### config.mk
export PLATFORM = sky130hd
export DESIGN_NAME = in_service_control
export DESIGN_NICKNAME = d
export VERILOG_FILES = /design/src/rtl/pic_pkg.sv /design/src/rtl/rot_priority_pick.sv /design/src/rtl/in_service_control.sv
export SDC_FILE = /design/constraint.sdc
export NUM_CORES = 1
export LEC_CHECK = 0
export ABC_AREA = 0
export CORE_UTILIZATION = 45
export DETAILED_ROUTE_END_ITERATION = 8
export GPL_TIMING_DRIVEN = 0
export PLACE_DENSITY = 0.67
export SLEW_MARGIN = 10
export SYNTH_ARGS = -nofsm -noshare
export SYNTH_HDL_FRONTEND = slang
export SYNTH_SLANG_ARGS = --single-unit
### constraint.sdc
create_clock -name clk -period 5 [get_ports clk]
set_clock_uncertainty 0.05 [all_clocks]
set_input_delay 1 -clock clk [delete_from_list [all_inputs] [get_ports clk]]
set_output_delay 1 -clock clk [all_outputs]
set_load 0.01 [all_outputs]
### src/rtl/pic_pkg.sv
// pic_pkg: shared constants, OCW2 command codes, FSM states and level helpers for the 8259A-style controller
package pic_pkg;
  localparam int NUM_IR = 8;
  localparam int LVL_W  = 3;
  localparam logic [2:0] NS_EOI     = 3'b001;
  localparam logic [2:0] NOP        = 3'b010;
  localparam logic [2:0] SP_EOI     = 3'b011;
  localparam logic [2:0] ROT_NS_EOI = 3'b101;
  localparam logic [2:0] SET_PRI    = 3'b110;
  localparam logic [2:0] ROT_SP_EOI = 3'b111;
  localparam logic [1:0] ST_IDLE = 2'd0;
  localparam logic [1:0] ST_PEND = 2'd1;
  localparam logic [1:0] ST_ACK1 = 2'd2;
  localparam logic [1:0] ST_ACK2 = 2'd3;
  function automatic logic [LVL_W-1:0] onehot_to_lvl(input logic [NUM_IR-1:0] oh);
    logic [LVL_W-1:0] l;
    l = '0;
    for (int i = 0; i < NUM_IR; i++) l |= oh[i] ? LVL_W'(i) : '0;
    return l;
  endfunction
  function automatic logic [NUM_IR-1:0] lvl_to_onehot(input logic [LVL_W-1:0] l);
    return NUM_IR'(1) << l;
  endfunction
endpackage

### src/rtl/rot_priority_pick.sv
// rot_priority_pick: highest-priority set bit of vec when level rot is the lowest priority
//  vec   in  8  candidate bits
//  rot   in  3  lowest-priority level
//  valid out 1  any bit set
//  lvl   out 3  winning level
module rot_priority_pick
  import pic_pkg::*;
(
  input  logic [NUM_IR-1:0] vec,
  input  logic [LVL_W-1:0]  rot,
  output logic              valid,
  output logic [LVL_W-1:0]  lvl
);
  logic [LVL_W-1:0]  sh;
  logic [LVL_W-1:0]  pos;
  logic [NUM_IR-1:0] rv;
  // Rotate so the highest-priority level (rot+1) lands on bit 0, then take the lowest set bit.
  assign sh = rot + LVL_W'(1);
  assign rv = NUM_IR'({vec, vec} >> sh);
  always_comb begin
    pos = '0;
    for (int i = NUM_IR - 1; i >= 0; i--) pos = rv[i] ? LVL_W'(i) : pos;
  end
  assign valid = |vec;
  assign lvl   = pos + sh;
endmodule

### src/rtl/in_service_control.sv
// in_service_control: raises INT, runs the two-pulse INTA cycle, maintains ISR and the rotation point
//  clk, reset_n                 clock, async active-low reset
//  interrupt                    one-hot resolved request (0 = none)
//  inta_n                       synchronised CPU acknowledge, active-low
//  auto_eoi, rotate_on_aeoi     automatic EOI and rotation at the end of the second INTA
//  vector_base                  T7..T3 of the vector byte
//  eoi_valid, eoi_cmd, eoi_level OCW2 command strobe and operands
//  int_out                      INT to the CPU
//  clear_irr                    one-cycle IRR clear pulse
//  data_out, data_out_en        vector byte and its drive enable
//  in_service_register          ISR
//  highest_level_in_service     one-hot rotation point (lowest priority level)
module in_service_control
  import pic_pkg::*;
(
  input  logic              clk,
  input  logic              reset_n,
  input  logic [NUM_IR-1:0] interrupt,
  input  logic              inta_n,
  input  logic              auto_eoi,
  input  logic              rotate_on_aeoi,
  input  logic [4:0]        vector_base,
  input  logic              eoi_valid,
  input  logic [2:0]        eoi_cmd,
  input  logic [LVL_W-1:0]  eoi_level,
  output logic              int_out,
  output logic [NUM_IR-1:0] clear_irr,
  output logic [7:0]        data_out,
  output logic              data_out_en,
  output logic [NUM_IR-1:0] in_service_register,
  output logic [NUM_IR-1:0] highest_level_in_service
);
  logic [1:0]        state;
  logic              inta_q;
  logic              spur;
  logic [LVL_W-1:0]  lvl;
  logic [LVL_W-1:0]  rot;
  logic              fall;
  logic              rise;
  logic              int_any;
  logic              aeoi_done;
  logic              eoi_act;
  logic              is_ns;
  logic              is_sp;
  logic              eoi_rot;
  logic              pick_valid;
  logic [LVL_W-1:0]  pick_lvl;
  logic [NUM_IR-1:0] set_mask;
  logic [NUM_IR-1:0] aeoi_mask;
  logic [NUM_IR-1:0] eoi_mask;
  rot_priority_pick u_pick (
    .vec   (in_service_register),
    .rot   (rot),
    .valid (pick_valid),
    .lvl   (pick_lvl)
  );
  assign fall      = inta_q & ~inta_n;
  assign rise      = ~inta_q & inta_n;
  assign int_any   = |interrupt;
  assign set_mask  = (state == ST_PEND && fall && int_any) ? lvl_to_onehot(onehot_to_lvl(interrupt)) : '0;
  assign aeoi_done = state == ST_ACK2 && rise && auto_eoi && !spur;
  assign aeoi_mask = aeoi_done ? lvl_to_onehot(lvl) : '0;
  assign eoi_act   = eoi_valid && eoi_cmd != NOP;
  assign is_ns     = eoi_act && (eoi_cmd == NS_EOI || eoi_cmd == ROT_NS_EOI);
  assign is_sp     = eoi_act && (eoi_cmd == SP_EOI || eoi_cmd == ROT_SP_EOI);
  assign eoi_mask  = (is_ns && pick_valid) ? lvl_to_onehot(pick_lvl) : is_sp ? lvl_to_onehot(eoi_level) : '0;
  assign eoi_rot   = eoi_act && ((eoi_cmd == ROT_NS_EOI && pick_valid) || eoi_cmd == ROT_SP_EOI || eoi_cmd == SET_PRI);
  assign highest_level_in_service = lvl_to_onehot(rot);
  always_ff @(posedge clk or negedge reset_n) begin
    if (!reset_n) begin
      state               <= ST_IDLE;
      inta_q              <= 1'b1;
      spur                <= 1'b0;
      lvl                 <= '0;
      rot                 <= LVL_W'(NUM_IR - 1);
      int_out             <= 1'b0;
      clear_irr           <= '0;
      data_out            <= '0;
      data_out_en         <= 1'b0;
      in_service_register <= '0;
    end else begin
      inta_q              <= inta_n;
      clear_irr           <= set_mask;
      // Clears first so a same-cycle set of the same bit survives.
      in_service_register <= (in_service_register & ~eoi_mask & ~aeoi_mask) | set_mask;
      // An explicit rotating EOI overrides the auto-EOI rotation.
      rot <= eoi_rot ? ((eoi_cmd == ROT_NS_EOI) ? pick_lvl : eoi_level) : (aeoi_done && rotate_on_aeoi) ? lvl : rot;
      case (state)
        ST_IDLE: state <= int_any ? ST_PEND : ST_IDLE;
        ST_PEND:
          if (fall) begin
            lvl     <= int_any ? onehot_to_lvl(interrupt) : LVL_W'(NUM_IR - 1);
            spur    <= !int_any;
            int_out <= 1'b0;
            state   <= ST_ACK1;
          end else if (!int_any) begin
            int_out <= 1'b0;
            state   <= ST_IDLE;
          end else begin
            int_out <= 1'b1;
          end
        ST_ACK1: state <= rise ? ST_ACK2 : ST_ACK1;
        default:
          if (fall) begin
            data_out    <= {vector_base, lvl};
            data_out_en <= 1'b1;
          end else if (rise) begin
            data_out_en <= 1'b0;
            state       <= ST_IDLE;
          end
      endcase
    end
  end
endmodule

; ---- Yosys cells after proc, flatten, opt, wreduce, memory -nomap -nowiden
; Cells that the tools add are included.
[classes]
addsub = 2
multipliers = 0
div_mod_pow = 0
n_lt_le_gt_ge = 0
n_eq_ne = 11
n_shift = 6
n_mux = 34
n_bitwise = 16
reduce_logical = 29
[ops]
columns = operator, n
row1 = $mux 3, 16
row2 = $shl 1x3->8 const A, 5
row3 = $mux 8, 4
row4 = $and 8x8->8, 2
row5 = $not 8->8, 2
row6 = $reduce_or 8->1, 2
row7 = $shr 16x3->8, 1
row8 = $logic_and 1x1->1, 12
row9 = $mux 2, 6
row10 = $eq 3x3->1 const B, 3
row11 = $or 3x3->3, 3
row12 = $or 8x8->8, 1
row13 = $mux 1, 7
row14 = $pmux 2 s3, 1
row15 = $reduce_and 2->1, 3
row16 = $eq 2x2->1 const B, 2
row17 = $logic_or 1x1->1, 4
row18 = $ne 4x1->1 const B, 1
row19 = $reduce_bool 2->1, 2
row20 = $reduce_bool 4->1, 1
row21 = $add 3x1->3 const B, 1
row22 = $add 3x3->3, 1
row23 = $eq 3x1->1 const B, 1
row24 = $eq 3x2->1 const B, 1
row25 = other kinds (12), 16
[word_totals]
reg_bits = 36
latch_bits = 0
ram_bits = 0
mem_bits_ro = 0
input_bits = 25
out_inout_bits = 34
word_cells = 108
n_memories = 0

; ---- Depth between registers and ports, before layout
[logic_depth]
word_depth = 17
ltp_mapped = 19
mapped_depth_nobuf = 16

; ---- Hierarchy
; Synthesis repeated with hierarchy kept, for this count alone.
[hier_totals]
cells_unflattened = 223
area_unflattened_um2 = 2342.2
[by_module_without_submodules]
columns = mod, n_inst, cells_each, area_per_inst_um2
row1 = in_service_control, 1, 178, 1881.8
row2 = rot_priority_pick, 1, 45, 460.4

; ---- Worst setup path after synthesis
; OpenSTA, ideal clock, no wires.
[synth_timing]
path_type = register -> register
from = register rot[0]
to = register in_service_register[5]
setup_ps = 120
arrival_time_ps = 4043
t_required_ps = 4830
slack_ps = 787
path_stages_with_launch = 17
path_buffers = 3
period_less_slack_ps = 4213
path_cell_list = dfstp_2 buf_2 inv_1 ha_1 buf_4 buf_6 mux4_2 nand2_1 o311ai_0 o31ai_1 ha_1 inv_1 fa_1 xnor2_1 nand2_1 or3_1 o211a_1
[synth_via]
elab_chain_len = 17
[synth_rtl]
columns = element, line
row1 = start: declaration, in_service_control.sv:37  ; logic [LVL_W-1:0] rot;
row2 = start signal: assignment, in_service_control.sv:75  ; rot <= LVL_W'(NUM_IR - 1);
row3 = start signal: assignment, in_service_control.sv:87  ; rot <= eoi_rot ? ((eoi_cmd == ROT_NS_EOI) ? pick_lvl : eoi_level) : (aeoi_done && rotate_on_aeoi) ? lvl : rot;
row4 = $add 3x1->3 (*), rot_priority_pick.sv:18  ; assign sh = rot + LVL_W'(1);
row5 = $shr 16x3->8, rot_priority_pick.sv:19  ; assign rv = NUM_IR'({vec, vec} >> sh);
row6 = $mux 3 (8 in a row), rot_priority_pick.sv:22  ; for (int i = NUM_IR - 1; i >= 0; i--) pos = rv[i] ? LVL_W'(i) : pos;
row7 = $add 3x3->3 (*), rot_priority_pick.sv:25  ; assign lvl = pos + sh;
row8 = $shl 1x3->8 (*), pic_pkg.sv:22  ; return NUM_IR'(1) << l;
row9 = $mux 8 (*), in_service_control.sv:66  ; assign eoi_mask = (is_ns && pick_valid) ? lvl_to_onehot(pick_lvl) : is_sp ? lvl_to_onehot(eoi_level) : '0;
row10 = $not 8->8 (*), in_service_control.sv:85  ; in_service_register <= (in_service_register & ~eoi_mask & ~aeoi_mask) | set_mask;
row11 = $and 8x8->8 (*) (2 in a row), in_service_control.sv:85
row12 = $or 8x8->8 (*), in_service_control.sv:85
row13 = end signal: assignment, in_service_control.sv:85
row14 = end: declaration, in_service_control.sv:30  ; output logic [NUM_IR-1:0] in_service_register,
; Mark *: on every way between the ends. The rest lies on a longest branch, timed or not.
; A chain may end at the register's enable or synchronous reset.

; ---- Final worst setup path
[layout_timing]
from = register rot[0]
to = register in_service_register[0]
; The elaborated chain is that of the path after synthesis.

==> results.py <==
metrics = {
    "floorplan": {
        "num_rows": 29,
        "core_area_sq_um": 6310,
        "fp.dieArea_sq_um": 6850,
        "boundaryPins": 59,
        "start_util": 0.465,
        "die_w_um": 82.8,
        "die_h_um": 82.8,
    },
    "final_layout": {
        "nNetsFinal": 425,
        "n_antenna_cell": 0,
        "area_growth_pct": 28.3,
        "drive_above_1_share": 0.169,
        "final_cell_area_sq_um": 3770,
    },
    "drt": {
        "ant_nets": 0,
        "wl_per_cell_um": 17.6,
        "wl_um": 8240,
        "drc": 0,
        "dr.pass1.iters": 4,
        "avgViaCountPerCell": 6.00,
        "via_count": 2808,
        "first_iter_violations": 201,
    },
    "sta": {
        "finalSetupViolCount": 0,
        "period_share": 0.944,
        "drv_slew": 0,
        "max_slew.worst_pin.slew_ns": 0.833,
        "max_clock_freq_mhz": 212,
        "fin_crit_ns": 4.72,
        "hold_violations": 0,
        "setup_tns_ns": 0,
        "setup_ws_ns": 0.282,
        "slew_headroom": 0.440,
    },
    "clocking": {
        "clkTransAtPathRegs_ns": 0.07,
        "cts_tree": "done",
        "cts.path.max_buffers": 2,
        "cts_sinks": 36,
        "root_buffer": "clkbuf_8",
        "worstSkewPairLatency_ns": 0.29,
        "htreeDepth": 2,
        "cts_made_buffers": 5,
    },
    "setup_path": {
        "max_stage_delay_ns": 0.63,
        "critPathMaxFanout": 10,
        "slowest_stage": "dfstp_2",
        "start_kind": "flop",
        "arrival_ns": 4.84,
        "path_class": "reg2reg",
        "end_kind": "flop",
        "crit_chain": "ha_1 > ha_1 > clkbuf_1 > mux2_2 > o21ai_0 > o21a_1 > nor3_1 > o31ai_1 > ha_1 > inv_1 > fa_1 > inv_1 > a2111o_1 > nor2_1 > and3b_1 > nor3_2",
        "cp.required_ns": 5.12,
        "cpMostUsedCell": "ha_1",
    },
    "logic_synthesis": {
        "synth_area_sq_um": 2940,
        "synthCells": 323,
        "ys_async_sr_fraction": 1.00,
        "synth.avg_cell_area_sq_um": 9.09,
        "yosys.area_share.adder": 0.0452,
        "yosysSeqAreaShare": 0.308,
        "synth_top_family_by_area": "simple AND/OR/NAND/NOR gates",
        "synth-simple-area-share": 0.349,
        "synth_nets": 358,
        "synth_commonest_cells": "32 x dfrtp_1, 31 x nor2_1, 26 x nor3_1",
        "synth_xor_xnor_area_share": 0.00597,
        "synth.most_common_cell": "dfrtp_1",
        "synth_area_leaders": "dfrtp_1 27%, mux4_2 4.6%, nor3_1 4.4%",
        "synth_mux_area_frac": 0.109,
        "ys_ff_latch": 36,
        "synth_edf_count": 0,
        "yosys_warnings": 0,
        "yosysTopAreaCell": "dfrtp_1",
        "synth-main-ff-cell": "dfrtp_1",
        "synth_compound_area_frac": 0.132,
        "synth_top_area_frac": 0.273,
        "yosysUniqueCellTypes": 60,
    },
    "placement": {
        "finalWeightedCongestion": 0.865,
        "dp_worst_setup_slack_ns": -0.361,
        "portBuffers": 58,
        "place_hpwl_um": 6130,
        "place_area_sq_um": 3610,
    },
    "global_routing": {
        "grt_max_degree": 37,
        "grt_usage": 0.257,
        "grt_pass1_wl_um": 13100,
        "grt-ovfl-total": 0,
        "antenna_found_initial": 0,
        "grt_pass1_vias": 2586,
    },
    "power_and_ir_drop": {
        "p_leak_nw": 1.45,
        "ir_worst_vdd_mv": 0.596,
        "total_power_mw": 2.98,
        "power_density_nw_per_um2": 790,
    },
    "outcome": {
        "run_status": "completed",
    },
    "hold_path": {
        "hp-class": "reg2reg",
    },
    "run": {
        "maxCapViolCount": 0,
    },
}
[metal layers]
layer  global-route usage  routed length (um)  vias up
li1                     -                   -     1339
met3               0.0437                 484       16
met5                    0                   0        -
met4               0.0810                 127        0
met2                0.410                3840      108
met1                0.354                3780     1345
[state kept, by name, summed over array words and instances, names as in the netlist]
register             flops
int_out                  1
state                    2
data_out                 8
spur                     1
rot                      3
lvl                      3
in_service_register      8
inta_q                   1
data_out_en              1
clear_irr                8
[what timing repair did]
| item | CTS | global route |
|---|---|---|
| hold buffers | 0 | 0 |
| gates resized for setup | 5 | 7 |
| buffers inserted | 0 | 2 |
| endpoints found under the setup margin | 9 | 9 |
[cell families after synthesis]
logic type	after synthesis
simple gates	164
compound gates	55
flops	36
buf+inv	33
mux	23
fa+ha+maj	10
xor+xnor	2
[per-stage QoR]
step | std cells | util | hold WS, ns
floorplan | 323 | - | 0.422
global placement | 458 | 0.572 | 0.436
detailed placement | 458 | 0.572 | 0.442
CTS | 466 | 0.589 | 0.460
global route | 468 | 0.597 | 0.481
finish | 468 | 0.597 | 0.461
[report_power, final]
group	leakage [nW]	total (mW)	switching [mW]	internal, mW
registers	0.439	0.486	0.0991	0.387
clock network	0.0424	0.205	0.105	0.0995
logic	0.964	2.29	1.29	0.998
[final timing paths]
check	depth (start not counted)	to	slack, ns	startpoint
max	16	in_service_register[0]$_DFF_PN0_	0.28	rot[0]$_DFFE_PN1P_
max in group asynchronous	1	in_service_register[4]$_DFF_PN0_	3.64	reset_n
max reg2reg	16	in_service_register[0]$_DFF_PN0_	0.28	rot[0]$_DFFE_PN1P_
min in group asynchronous	1	data_out[3]$_DFFE_PN0P_	0.75	reset_n
min	1	data_out[2]$_DFFE_PN0P_	0.46	data_out[2]$_DFFE_PN0P_
min reg2reg	1	data_out[2]$_DFFE_PN0P_	0.46	data_out[2]$_DFFE_PN0P_
[worst max-delay path: cells and delay by family, from the launching register on]
kind / cells / cell delay [ns]
adder cells (fa/ha/maj): 4 / 1.29
AO/OA/AOI/OAI: 4 / 1.11
buffers and inverters: 3 / 0.69
flip-flops: 1 / 0.63
multiplexers: 1 / 0.42
AND/OR/NAND/NOR: 4 / 0.41
[cell usage in the layout, fill, tap and decap left out, drive strengths merged, types with 2 or more instances in the layout]
cell and n:
a2111oi 3, mux4 6, a311oi 2, and3 3, o211ai 2, nor3b 15
mux2 11, buf 11, nand3b 4, nand2 18, dfstp 4, nor3 34
inv 12, dfrtp 32, clkbuf 19, or4 7, nor2 31, a31oi 6
or3 2, nand4b 2, nor2b 8, and2 7, nand4 2, and3b 5
a22o 2, a21oi 12, nor4 14, o21ai 12, ha 9, clkdlybuf4s50 57
a211oi 4, mux2i 6, nand2b 8
[final cells by class]
class | count | area (sq um)
buffer | 20 | 103
clock buffer | 7 | 76.3
clock inverter | 1 | 8.76
fill | 620 | 2550
inverter | 13 | 52.6
multi-input combinational | 254 | 1930
sequential | 36 | 906
tap | 77 | 96.3
timing repair buffer | 60 | 591
Power figures use the tool's default switching activity.
==> patch 1 (same settings) <==
Make the reset (`reset_n`) synchronous in one clocked block. Comments in the files are not updated.
--- a/src/rtl/in_service_control.sv
+++ b/src/rtl/in_service_control.sv
@@ -66,7 +66,7 @@
   assign eoi_mask  = (is_ns && pick_valid) ? lvl_to_onehot(pick_lvl) : is_sp ? lvl_to_onehot(eoi_level) : '0;
   assign eoi_rot   = eoi_act && ((eoi_cmd == ROT_NS_EOI && pick_valid) || eoi_cmd == ROT_SP_EOI || eoi_cmd == SET_PRI);
   assign highest_level_in_service = lvl_to_onehot(rot);
-  always_ff @(posedge clk or negedge reset_n) begin
+  always_ff @(posedge clk) begin
     if (!reset_n) begin
       state               <= ST_IDLE;
       inta_q              <= 1'b1;
Check against the original RTL: differs if reset_n is asserted again (counterexample within 4 cycles, from zero or initial values and one cycle with reset_n low); with reset_n held inactive, the same outputs for 10 cycles.
==> patch 1 against the original RTL <==
Count of clock-buffer cells in the layout shrank 2. Worst hold slack lost 0.0098 ns. Fmax grew 2.0%. Sequential cell count is the same. Cell area shrank 16%. Setup slack gained 0.091 ns. Wire length shrank 27%. Non-clock buffer count shrank 10. Synthesized area shrank 18%.
Power is left out: it rests on default switching activity, and per cell area and clock period it moved more than threefold.
==> patch 1: results <==
[critical_path]
critPathSlowestCell = "dfxtp_1"
r2r-end = "in_service_register[4]$_SDFF_PN0_"
critPathMaxFanout = 10
r2r_start = "rot[0]$_SDFFE_PN1P_"
rr_worst_depth = 17
critPathMaxStageDelay_ns = 0.49
startpoint = "rot[0]$_SDFFE_PN1P_"
crit_path_end = "in_service_register[4]$_SDFF_PN0_"
timing.reg2reg.setup_slack_ns = 0.37

[min_path]
min_path_type = "reg2reg"
hold_path_depth = 2
min_from = "spur$_SDFFE_PN0P_"
min_to = "spur$_SDFFE_PN0P_"

[drt]
dr.pass1.iters = 4
topRoutingLayerUsed = "met4"
dr_wl_met2_um = 2900
drt_iter0_markers = 117
finalWirelength_um = 6010
vias = 2231
wl_met3_um = 286
m1WireLength_um = 2790

[global_route]
gr-usage-met3_pct = 4.15
grt_pass1_wl_um = 9690
grt_usage_pct = 22.7
grtUsageMet2_pct = 37.2
grt_pass1_vias = 2041
gr-usage-met1_pct = 30.9
grt_max_degree = 13

[synthesis]
yosysSeqAreaShare_pct = 29.8
ys.flop_type = "dfxtp_1"
synth_common_cells = "36 x dfxtp_1, 35 x nor2_1, 23 x mux2i_1"
synth_cell_types = 47
synthArstFlopShare_pct = 0
synth_area_leaders = "dfxtp_1 30%, mux4_2 12%, mux2i_1 9.5%"
synthesis.nets = 306

[finish]
finalNetCount = 371
drive_gt1_share_pct = 9.50
antenna_cells = 0
fillers = 490
largestRegisters = "clear_irr: 8 flops, data_out: 8 flops, in_service_register: 8 flops"

[sta]
worstMarginPinSlew_ns = 0.609
worst_hold_slack_ns = 0.451

[clocking]
worstSkewPairLatency_ns = 0.29
clk_pin_slew_ns = 0.07
cts_buffers = 5
cts_setup_buffers = 0
postCtsHoldBufs = 0
cts_max_level = 2
post_cts_resized = 0
ctsRootBufferMaster = "clkbuf_8"

[place]
gp_congestion = 0.859
dp_hpwl_um = 4760

[status]
status = "completed"
-- patch 1: cell types whose count changed in the layout (fill, tap and decap cells not counted), moves of 7 or more --
cell	delta
nor3b_1	-7
nor3_2	-8
nor4_1	-7
mux2i_1	+17
nor3_1	-25
dfrtp_1	-32
o21ai_0	-7
nand3_1	+13
dfxtp_1	+36
mux2_2	-7
mux4_2	+7
-- patch 1: stage by stage --
| step | area [µm²] | instances | setup slack [ns] |
|---|---|---|---|
| 2_1_floorplan | 2410 | 271 | 0.878 |
| 3_3_place_gp | 3080 | 399 | 0.176 |
| 3_5_place_dp | 3080 | 399 | 0.0121 |
| 4_1_cts | 3170 | 407 | 0.0353 |
| 5_1_grt | 3170 | 407 | 0.0245 |
| 6_report | 3170 | 407 | 0.373 |
-- patch 1: final cells by class --
| type | count | area (µm²) | share of cell area, % |
|---|---|---|---|
| clock buffers | 5 | 68.8 | 2.17 |
| flip-flops and latches | 36 | 721 | 22.7 |
| repair buffers | 58 | 581 | 18.3 |
| plain buffers | 12 | 52.6 | 1.66 |
| multi-input cells | 210 | 1590 | 50.3 |
| clock inverters | 3 | 18.8 | 0.592 |
| inverters | 13 | 48.8 | 1.54 |
| well taps | 70 | 87.6 | 2.76 |
-- patch 1: worst max-delay path, delay by kind of cell (launching register included) --
kind	cells	cell delay, ns
compound gates	5	0.75
fa+ha+maj	3	0.90
mux	1	0.36
xor+xnor	2	0.68
buf+inv	5	1.05
flops	1	0.49
simple gates	1	0.21
-- patch 1: kinds of logic (layout without fill, tap and decap cells) --
logic type,after synthesis,in the layout,share of synthesized area [%]
AOI/OAI and AO/OA,42,42,11.5
xor gates and xnor gates,3,3,1.09
adders and majority gates,10,10,5.49
buffers and inverters,25,91,4.14
DFF,36,36,29.8
muxes,42,42,24.5
and+or+nand+nor,113,113,23.5
==> patch 2 (config.mk and constraints unchanged) <==
Made on the original files. Set the package constant `NUM_IR` to 4 (it was 8).
--- a/src/rtl/pic_pkg.sv
+++ b/src/rtl/pic_pkg.sv
@@ -1,6 +1,6 @@
 // pic_pkg: shared constants, OCW2 command codes, FSM states and level helpers for the 8259A-style controller
 package pic_pkg;
-  localparam int NUM_IR = 8;
+  localparam int NUM_IR = 4;
   localparam int LVL_W  = 3;
   localparam logic [2:0] NS_EOI     = 3'b001;
   localparam logic [2:0] NOP        = 3'b010;
Ports: changed (resized clear_irr, highest_level_in_service, in_service_register and interrupt); port bits go from 59 to 43. The function was not compared with the original's and may differ.
==> patch 2 against the original RTL <==
Sequential cell count is 10 lower. Count of clock-buffer cells in the layout is 3 lower. Synthesized cell count is 52% lower. Wire length is 61% lower. Final cell count is 48% lower. Clock power is 49% lower. Setup slack better by 1.4 ns. Synthesized area is 49% lower. Total power is 62% lower. Fmax is 40% higher. Global-route usage is 5.6 points lower. Cell area is 47% lower. Largest power group unchanged. Highest routed layer unchanged.
==> patch 2: results <==
[sta]
relSlewSlack_pct = 62.7

[min_path]
hold_path_depth = 2
min_from = "int_out$_DFFE_PN0P_"

[drt]
drt_iter0_markers = 67

[critical_path]
timing.reg2reg.setup_slack_ns = 1.64
critPathMaxStageDelay_ns = 0.57
rr_worst_depth = 13

[finish]
drive_gt1_share_pct = 12.0
fillers = 290
syn2layout_area_growth_pct = 32.9
finalNetCount = 231

[clocking]
cts_max_level = 1
worstSkewPairLatency_ns = 0.31

[power]
ir_drop_mv = 0.232
p_int_mw = 0.668
p_leak_nw = 0.867

[synthesis]
yosysSeqAreaShare_pct = 43.4
synth_cell_types = 38
synth_area_leaders = "dfrtp_1 38%, ha_1 6.6%, mux2_2 6.0%"
synth_common_cells = "23 x dfrtp_1, 14 x inv_1, 14 x nand2_1"

[global_route]
grt_max_degree = 27
grtUsageMet2_pct = 34.8
gr-usage-met3_pct = 4.11
grt_pass1_wl_um = 5290

[place]
post_dp_cell_area_um2 = 1970
port_buffers = 41

[status]
status = "completed"
## patch 2: stage by stage
stage | instances | hold WS (ns)
6_report | 244 | 0.450
5_1_grt | 244 | 0.485
2_1_floorplan | 155 | 0.406
3_5_place_dp | 240 | 0.428
4_1_cts | 244 | 0.460
3_3_place_gp | 240 | 0.417
## patch 2: layout make-up
| type | count | area share (%) |
|---|---|---|
| Multi-Input combinational cell | 110 | 38.7 |
| Inverter | 14 | 2.62 |
| Buffer | 5 | 1.25 |
| Clock buffer | 4 | 1.81 |
| Tap cell | 44 | 2.75 |
| Timing Repair Buffer | 41 | 20.2 |
| Sequential cell | 26 | 32.6 |
## patch 2: how the worst max path moves through the flow
stage	from	end	slack, ns
floorplan	rot[0]$_DFFE_PN1P_	in_service_register[0]$_DFF_PN0_	2.10
CTS	rot[0]$_DFFE_PN1P_	in_service_register[3]$_DFF_PN0_	1.60
detailed placement	rot[0]$_DFFE_PN1P_	in_service_register[3]$_DFF_PN0_	1.64
global route	rot[0]$_DFFE_PN1P_	in_service_register[1]$_DFF_PN0_	1.40
global placement	rot[0]$_DFFE_PN1P_	in_service_register[3]$_DFF_PN0_	1.75
finish	rot[0]$_DFFE_PN1P_	in_service_register[3]$_DFF_PN0_	1.64
## patch 2: tightest hold or removal path, delay by kind of cell (launching register included)
kind,cells,cell delay [ns]
and+or+nand+nor,1,0.05
AOI/OAI and AO/OA,1,0.06
DFF,1,0.37
## patch 2: kinds of logic (layout without fill, tap and decap cells)
kind of cell | count (synthesis) | count (layout) | share of synthesized area, %
buffers and inverters | 19 | 64 | 5.15
DFF | 26 | 26 | 43.4
and+or+nand+nor | 54 | 54 | 19.4
AOI/OAI and AO/OA | 30 | 30 | 12.6
muxes | 15 | 15 | 10.6
adders and majority gates | 9 | 9 | 7.97
xor gates and xnor gates | 1 | 1 | 0.581
other | 1 | 1 | 0.249
## patch 2: power by group through the flow
stage / clock, mW / combinational (mW) / sequential [mW]
after global placement: 0 / 0.639 / 0.366
after global routing: 0.115 / 0.741 / 0.381
after CTS: 0.108 / 0.669 / 0.369
after floorplan: 0 / 0.404 / 0.380
after detailed placement: 0 / 0.663 / 0.373
final: 0.104 / 0.659 / 0.368
## patch 2: layer usage
metal | part of all wire (%) | wire length, µm
met2 | 50 | 1600
met3 | 5.1 | 165
met5 | 0 | 0
met4 | 0.96 | 31
met1 | 44 | 1430
